### src/rtl/mult_pkg.sv
// -----------------------------------------------------------------------------
// mult_pkg
//   Shared definitions for the sequenced 48x48 multiplier:
//   - state_t      : controller FSM states (IDLE, CALC, DONE)
//   - PKG_LEAF_W   : operand width of the leaf multiplier (24)
//   - PKG_OP_W     : wide operand width (48)
//   - PKG_PROD_W   : wide product width (96)
//   - step_shift() : left shift applied to the partial product of a step
// -----------------------------------------------------------------------------
package mult_pkg;

  localparam int PKG_LEAF_W = 24;
  localparam int PKG_OP_W   = 2 * PKG_LEAF_W;
  localparam int PKG_PROD_W = 2 * PKG_OP_W;

  typedef enum logic [1:0] {
    IDLE = 2'd0,
    CALC = 2'd1,
    DONE = 2'd2
  } state_t;

  // Step encodes which operand halves are multiplied:
  //   bit0 selects the high half of b, bit1 selects the high half of a.
  // The shift is therefore LEAF_W per selected high half.
  function automatic logic [6:0] step_shift(input logic [1:0] step);
    logic [6:0] sh;
    case (step)
      2'd0:    sh = 7'd0;
      2'd1:    sh = 7'(PKG_LEAF_W);
      2'd2:    sh = 7'(PKG_LEAF_W);
      default: sh = 7'(2 * PKG_LEAF_W);
    endcase
    return sh;
  endfunction

endpackage : mult_pkg

### src/rtl/Dadda_Multiplier_24bit.sv
// -----------------------------------------------------------------------------
// Dadda_Multiplier_24bit
//   24x24 unsigned combinational leaf multiplier.
//   Ports:
//     in1 [23:0] : multiplicand
//     in2 [23:0] : multiplier
//     out [47:0] : in1 * in2, full width, no truncation
// -----------------------------------------------------------------------------
module Dadda_Multiplier_24bit (
  input  logic [23:0] in1,
  input  logic [23:0] in2,
  output logic [47:0] out
);

  // Both operands are widened first so the product is formed at full width.
  assign out = {24'b0, in1} * {24'b0, in2};

endmodule : Dadda_Multiplier_24bit

### src/rtl/mult48_seq_ctrl.sv
// -----------------------------------------------------------------------------
// mult48_seq_ctrl
//   48x48 unsigned multiplier built from a single 24x24 leaf multiplier that is
//   reused over four CALC cycles; partial products are accumulated at 96 bits.
//   Ports:
//     clk        : clock, rising edge
//     rst        : asynchronous active-high reset
//     in_valid   : operand pair valid          in_ready  : operands accepted
//     a, b       : 48-bit unsigned operands
//     out_valid  : product valid               out_ready : consumer accepts
//     product    : 96-bit unsigned a*b, held stable while out_valid && !out_ready
//     busy       : high while in CALC or DONE
// -----------------------------------------------------------------------------
module mult48_seq_ctrl
  import mult_pkg::*;
#(
  parameter  int LEAF_W = 24,
  localparam int OP_W   = 2 * LEAF_W
) (
  input  logic              clk,
  input  logic              rst,
  input  logic              in_valid,
  output logic              in_ready,
  input  logic [OP_W-1:0]   a,
  input  logic [OP_W-1:0]   b,
  output logic              out_valid,
  input  logic              out_ready,
  output logic [2*OP_W-1:0] product,
  output logic              busy
);

  // The leaf is a fixed 24-bit block; any other width cannot be built.
  if (LEAF_W != PKG_LEAF_W) begin : g_bad_leaf_w
    $error("mult48_seq_ctrl: LEAF_W must be 24");
  end

  localparam int PROD_W = 2 * OP_W;

  state_t              state_q;
  logic [1:0]          step_q;
  logic [1:0]          step_d;
  logic [OP_W-1:0]     a_q;
  logic [OP_W-1:0]     b_q;
  logic [PROD_W-1:0]   acc_q;
  logic [PROD_W-1:0]   acc_d;
  logic [PROD_W-1:0]   product_q;
  logic                in_ready_q;
  logic                out_valid_q;
  logic                busy_q;

  logic [LEAF_W-1:0]   leaf_a;
  logic [LEAF_W-1:0]   leaf_b;
  logic [2*LEAF_W-1:0] leaf_p;
  logic [PROD_W-1:0]   pp_ext;

  // Leaf operands are held at zero outside CALC so the tree does not toggle.
  always_comb begin
    leaf_a = '0;
    leaf_b = '0;
    if (state_q == CALC) begin
      leaf_a = step_q[1] ? a_q[OP_W-1:LEAF_W] : a_q[LEAF_W-1:0];
      leaf_b = step_q[0] ? b_q[OP_W-1:LEAF_W] : b_q[LEAF_W-1:0];
    end
  end

  Dadda_Multiplier_24bit u_leaf (
    .in1 (leaf_a),
    .in2 (leaf_b),
    .out (leaf_p)
  );

  // Widen before shifting so the high partial product keeps all its bits.
  assign pp_ext = {{(PROD_W - 2*LEAF_W){1'b0}}, leaf_p};
  assign acc_d  = acc_q + (pp_ext << step_shift(step_q));
  assign step_d = step_q + 2'd1;

  always_ff @(posedge clk or posedge rst) begin
    if (rst) begin
      state_q     <= IDLE;
      step_q      <= '0;
      a_q         <= '0;
      b_q         <= '0;
      acc_q       <= '0;
      product_q   <= '0;
      in_ready_q  <= 1'b1;
      out_valid_q <= 1'b0;
      busy_q      <= 1'b0;
    end else begin
      case (state_q)
        IDLE: begin
          if (in_valid && in_ready_q) begin
            a_q        <= a;
            b_q        <= b;
            acc_q      <= '0;
            step_q     <= '0;
            in_ready_q <= 1'b0;
            busy_q     <= 1'b1;
            state_q    <= CALC;
          end
        end
        CALC: begin
          acc_q  <= acc_d;
          step_q <= step_d;
          if (step_q == 2'd3) begin
            product_q   <= acc_d;
            out_valid_q <= 1'b1;
            state_q     <= DONE;
          end
        end
        DONE: begin
          if (out_valid_q && out_ready) begin
            out_valid_q <= 1'b0;
            in_ready_q  <= 1'b1;
            busy_q      <= 1'b0;
            state_q     <= IDLE;
          end
        end
        default: begin
          state_q <= IDLE;
        end
      endcase
    end
  end

  assign in_ready  = in_ready_q;
  assign out_valid = out_valid_q;
  assign product   = product_q;
  assign busy      = busy_q;

endmodule : mult48_seq_ctrl

### config.mk
export PLATFORM = sky130hd
export DESIGN_NAME = mult48_seq_ctrl
export DESIGN_NICKNAME = d
export VERILOG_FILES = /design/src/rtl/mult_pkg.sv /design/src/rtl/Dadda_Multiplier_24bit.sv /design/src/rtl/mult48_seq_ctrl.sv
export SDC_FILE = /design/constraint.sdc
export NUM_CORES = 2
export LEC_CHECK = 0
export BUFFER_PORTS_ARGS = -buffer_cell sky130_fd_sc_hd__clkbuf_2
export CAP_MARGIN = 10
export CORE_MARGIN = 2
export CORE_UTILIZATION = 55
export CTS_CLUSTER_DIAMETER = 100
export CTS_CLUSTER_SIZE = 12
export DETAILED_ROUTE_END_ITERATION = 12
export PLACE_DENSITY_LB_ADDON = 0.05
export SLEW_MARGIN = 25
export SYNTH_ARGS = -nofsm -noshare
export SYNTH_HDL_FRONTEND = slang
export SYNTH_SLANG_ARGS = --single-unit
### constraint.sdc
create_clock -name clk -period 13.9 [get_ports clk]
set_input_delay 0.695 -clock clk [delete_from_list [all_inputs] [get_ports clk]]
set_output_delay 0.695 -clock clk [all_outputs]
set_load 0.02 [all_outputs]
==> impl_metrics.toml <==
[global_routing]
grt_max_degree = 125
grt_overflow = 0
track_usage_pct = 35.2
grt_pass1_vias = 32444
grt_pass1_wl_mm = 192
antenna_found_initial = 1

[final_layout]
areaGrowthSynthToFinish_pct = 6.79
mostFrequentLayoutCell = "nand2_1"
final_cell_mix = "nand2_1 (695), inv_1 (605), fa_1 (483), nor2_1 (433), dfrtp_1 (294)"
fin_nets = 5370
regArea_mm2 = 0.00738
fill_cells = 6295
multi_input_comb_area_mm2 = 0.0274
final_area_mm2 = 0.0405
drive_above_1_share_pct = 10.5

[clock_tree]
clock_path_buffers = 3
postCtsResizedCells = 0
cts.sinks = 295
cts-htree-levels = 1
cts_tree = "yes"
cts_buffers = 29
insertion_delay_ns = 0.60
path_clk_slew_ns = 0.07
root_buffer = "clkbuf_16"

[worst_setup_path]
end_kind = "flop"
r2r_start = "state_q[0]"
r2r_setup_slack_ns = 0.55
reg2reg_depth = 35
crit_path_frequent_cell = "fa_1"
path_class = "flop to flop"
worst_path_max_delay_cell = "nor2b_2"
start_kind = "flop"
critPathMaxFanout = 20
reg2reg_to = "product[95]"
slowest_delay_ns = 0.91
crit_arrival_ns = 13.83
required_ns = 14.38

[die]
num_rows = 96
num_io_pins = 199
fp.dieH_um = 267
dieArea_mm2 = 0.0711
start_util_pct = 55.4
die_x_um = 267
core_mm2 = 0.0685

[timing]
finalHoldViolCount = 0
maxSlewHeadroom_pct = 31.7
clock.fmax_ghz = 0.0749
finalSetupViolCount = 0
rsz0062_at_grt = "false"
min_period_ns = 13.35
tns_ns = 0
skew_ns = 0.0172
finalWorstSetupSlack_ns = 0.548
worstMarginPinSlew_ns = 1.02
finalMaxSlewViolations = 0
fin_crit_sh_pct = 96.1

[drt]
avgViaCountPerCell = 5.87
first_pass_iters = 7
drtIter0Drc = 2515
drt-total-wl_mm = 123
vias = 31792
wire_per_inst_um = 22.7
postRouteAntennaNets = 0
drc = 0

[synthesis]
ys_seq_area_share_pct = 19.5
syn-num-nets = 5325
avgSynthCellArea_um2 = 8.49
synth_area_leaders = "fa_1 (25%), dfrtp_1 (19%), ha_1 (8.9%)"
yosysTopAreaCell = "fa_1"
ys.flop_type = "dfrtp_1"
synth_cell_types = 86
yosysTopAreaCellShare_pct = 25.5
synth_edf_count = 0
ys.warnings.count = 0
syn_inst = 4471
syn_area_mm2 = 0.0380
ys_seq_elements = 295
async_flop_share_pct = 100

[place]
dpl_cell_area_mm2 = 0.0397
hpwl_mm = 99.5
gp_congestion = 0.984
port_buffers = 198
pre_cts_slack_ns = 0.659

[power]
powerDensity_mw_per_mm2 = 127
leakage_nw = 19.8
irDropWorstVdd_mv = 0.116

[run]
maxCapViolations = 0

[run_status]
status = "finished, final reports clean"

[worst_hold_path]
hold_class = "input pin to async pin"
[cell type report]
| class | instances | share of cell area [%] |
|---|---|---|
| Sequential cell | 295 | 18.2 |
| Clock buffer | 42 | 1.94 |
| Tap cell | 882 | 2.72 |
| Clock inverter | 4 | 0.157 |
| Antenna cell | 1 | 0.00617 |
| Timing Repair Buffer | 262 | 3.69 |
| Multi-Input combinational cell | 3320 | 67.6 |
| Inverter | 608 | 5.65 |
[worst max-delay path by stage]
stage | start | end | cells after the start
finish | state_q[0] | product[95] | 35
global route | state_q[0] | product[95] | 36
CTS | state_q[0] | product[95] | 38
detailed placement | state_q[0] | product[95] | 38
global placement | state_q[0] | product[95] | 38
floorplan | state_q[0] | product[95] | 44
[power by group]
| part | switching, mW | internal (mW) |
|---|---|---|
| combinational | 1.99 | 0.949 |
| clock | 0.342 | 0.408 |
| sequential | 0.227 | 1.22 |
[what timing repair did]
item,in CTS,in global routing
hold buffers,0,0
setup buffers,0,0
endpoints found under the setup margin,0,1
[Yosys cell counts, drive strengths merged (8+ instances only)]
cell    count
nand2b     10
o21a       12
a211oi     19
nor3       48
buf        16
o31ai      11
a221oi     11
a21o       92
xnor2      78
xor2       52
and2       59
a31oi      21
a211o       8
o211ai     10
a41oi       8
inv       606
nor2      436
or3         8
nand2     696
ha        271
a22o       10
nand3      50
a21oi     212
nand4      47
o221ai      9
o21ai     292
and3       19
mux2i      34
clkbuf    234
nor2b      13
fa        483
dfrtp     294
mux2      144
o21bai     37
nor4        9
o22ai      13
a21boi     14
[worst max-delay path: cells and delay by family (launching register included)]
family,cells,cell delay [ns]
AND/OR/NAND/NOR,9,3.88
adder cells (fa/ha/maj),9,4.46
XOR/XNOR,1,0.32
buffers and inverters,4,0.25
AO/OA/AOI/OAI,10,3.02
multiplexers,2,0.58
flip-flops,1,0.68
[routing by layer]
metal / GRT usage, % / part of all wire (%) / up-vias
met4: 18.3 / 6.1 / 0
met1: 46.2 / 41 / 15658
li1: - / - / 14591
met3: 4.94 / 6.8 / 295
met2: 57.1 / 46 / 1248
met5: 0 / 0 / -
[registers in the layout (all words and copies together), names as in the netlist]
| signal | flops |
|---|---|
| acc_q | 96 |
| busy | 1 |
| product | 96 |
| b_q | 48 |
| step_q | 2 |
| a_q | 48 |
| in_ready | 1 |
| out_valid | 1 |
| state_q | 2 |
[cells by family (layout without fill, tap and decap cells)]
| group | count (synthesis) | in the layout | synth area share [%] |
|---|---|---|---|
| other | 0 | 1 | 0 |
| DFF | 295 | 295 | 19.5 |
| AOI/OAI and AO/OA | 828 | 828 | 13.5 |
| muxes | 178 | 178 | 5.17 |
| and+or+nand+nor | 1427 | 1429 | 15.9 |
| xor gates and xnor gates | 131 | 131 | 3.06 |
| buffers and inverters | 858 | 916 | 8.50 |
| adders and majority gates | 754 | 754 | 34.4 |
[through the flow]
stage	util (%)	cells	hold slack (ns)	total power, mW
2_1_floorplan	-	4471	0.456	3.35
3_3_place_gp	57.9	5365	0.462	4.33
3_5_place_dp	57.9	5365	0.469	4.34
4_1_cts	59.2	5411	0.275	5.11
5_1_grt	59.2	5414	0.308	5.45
6_report	59.2	5414	0.251	5.14
Note: power is estimated with default switching activity, not from simulation.
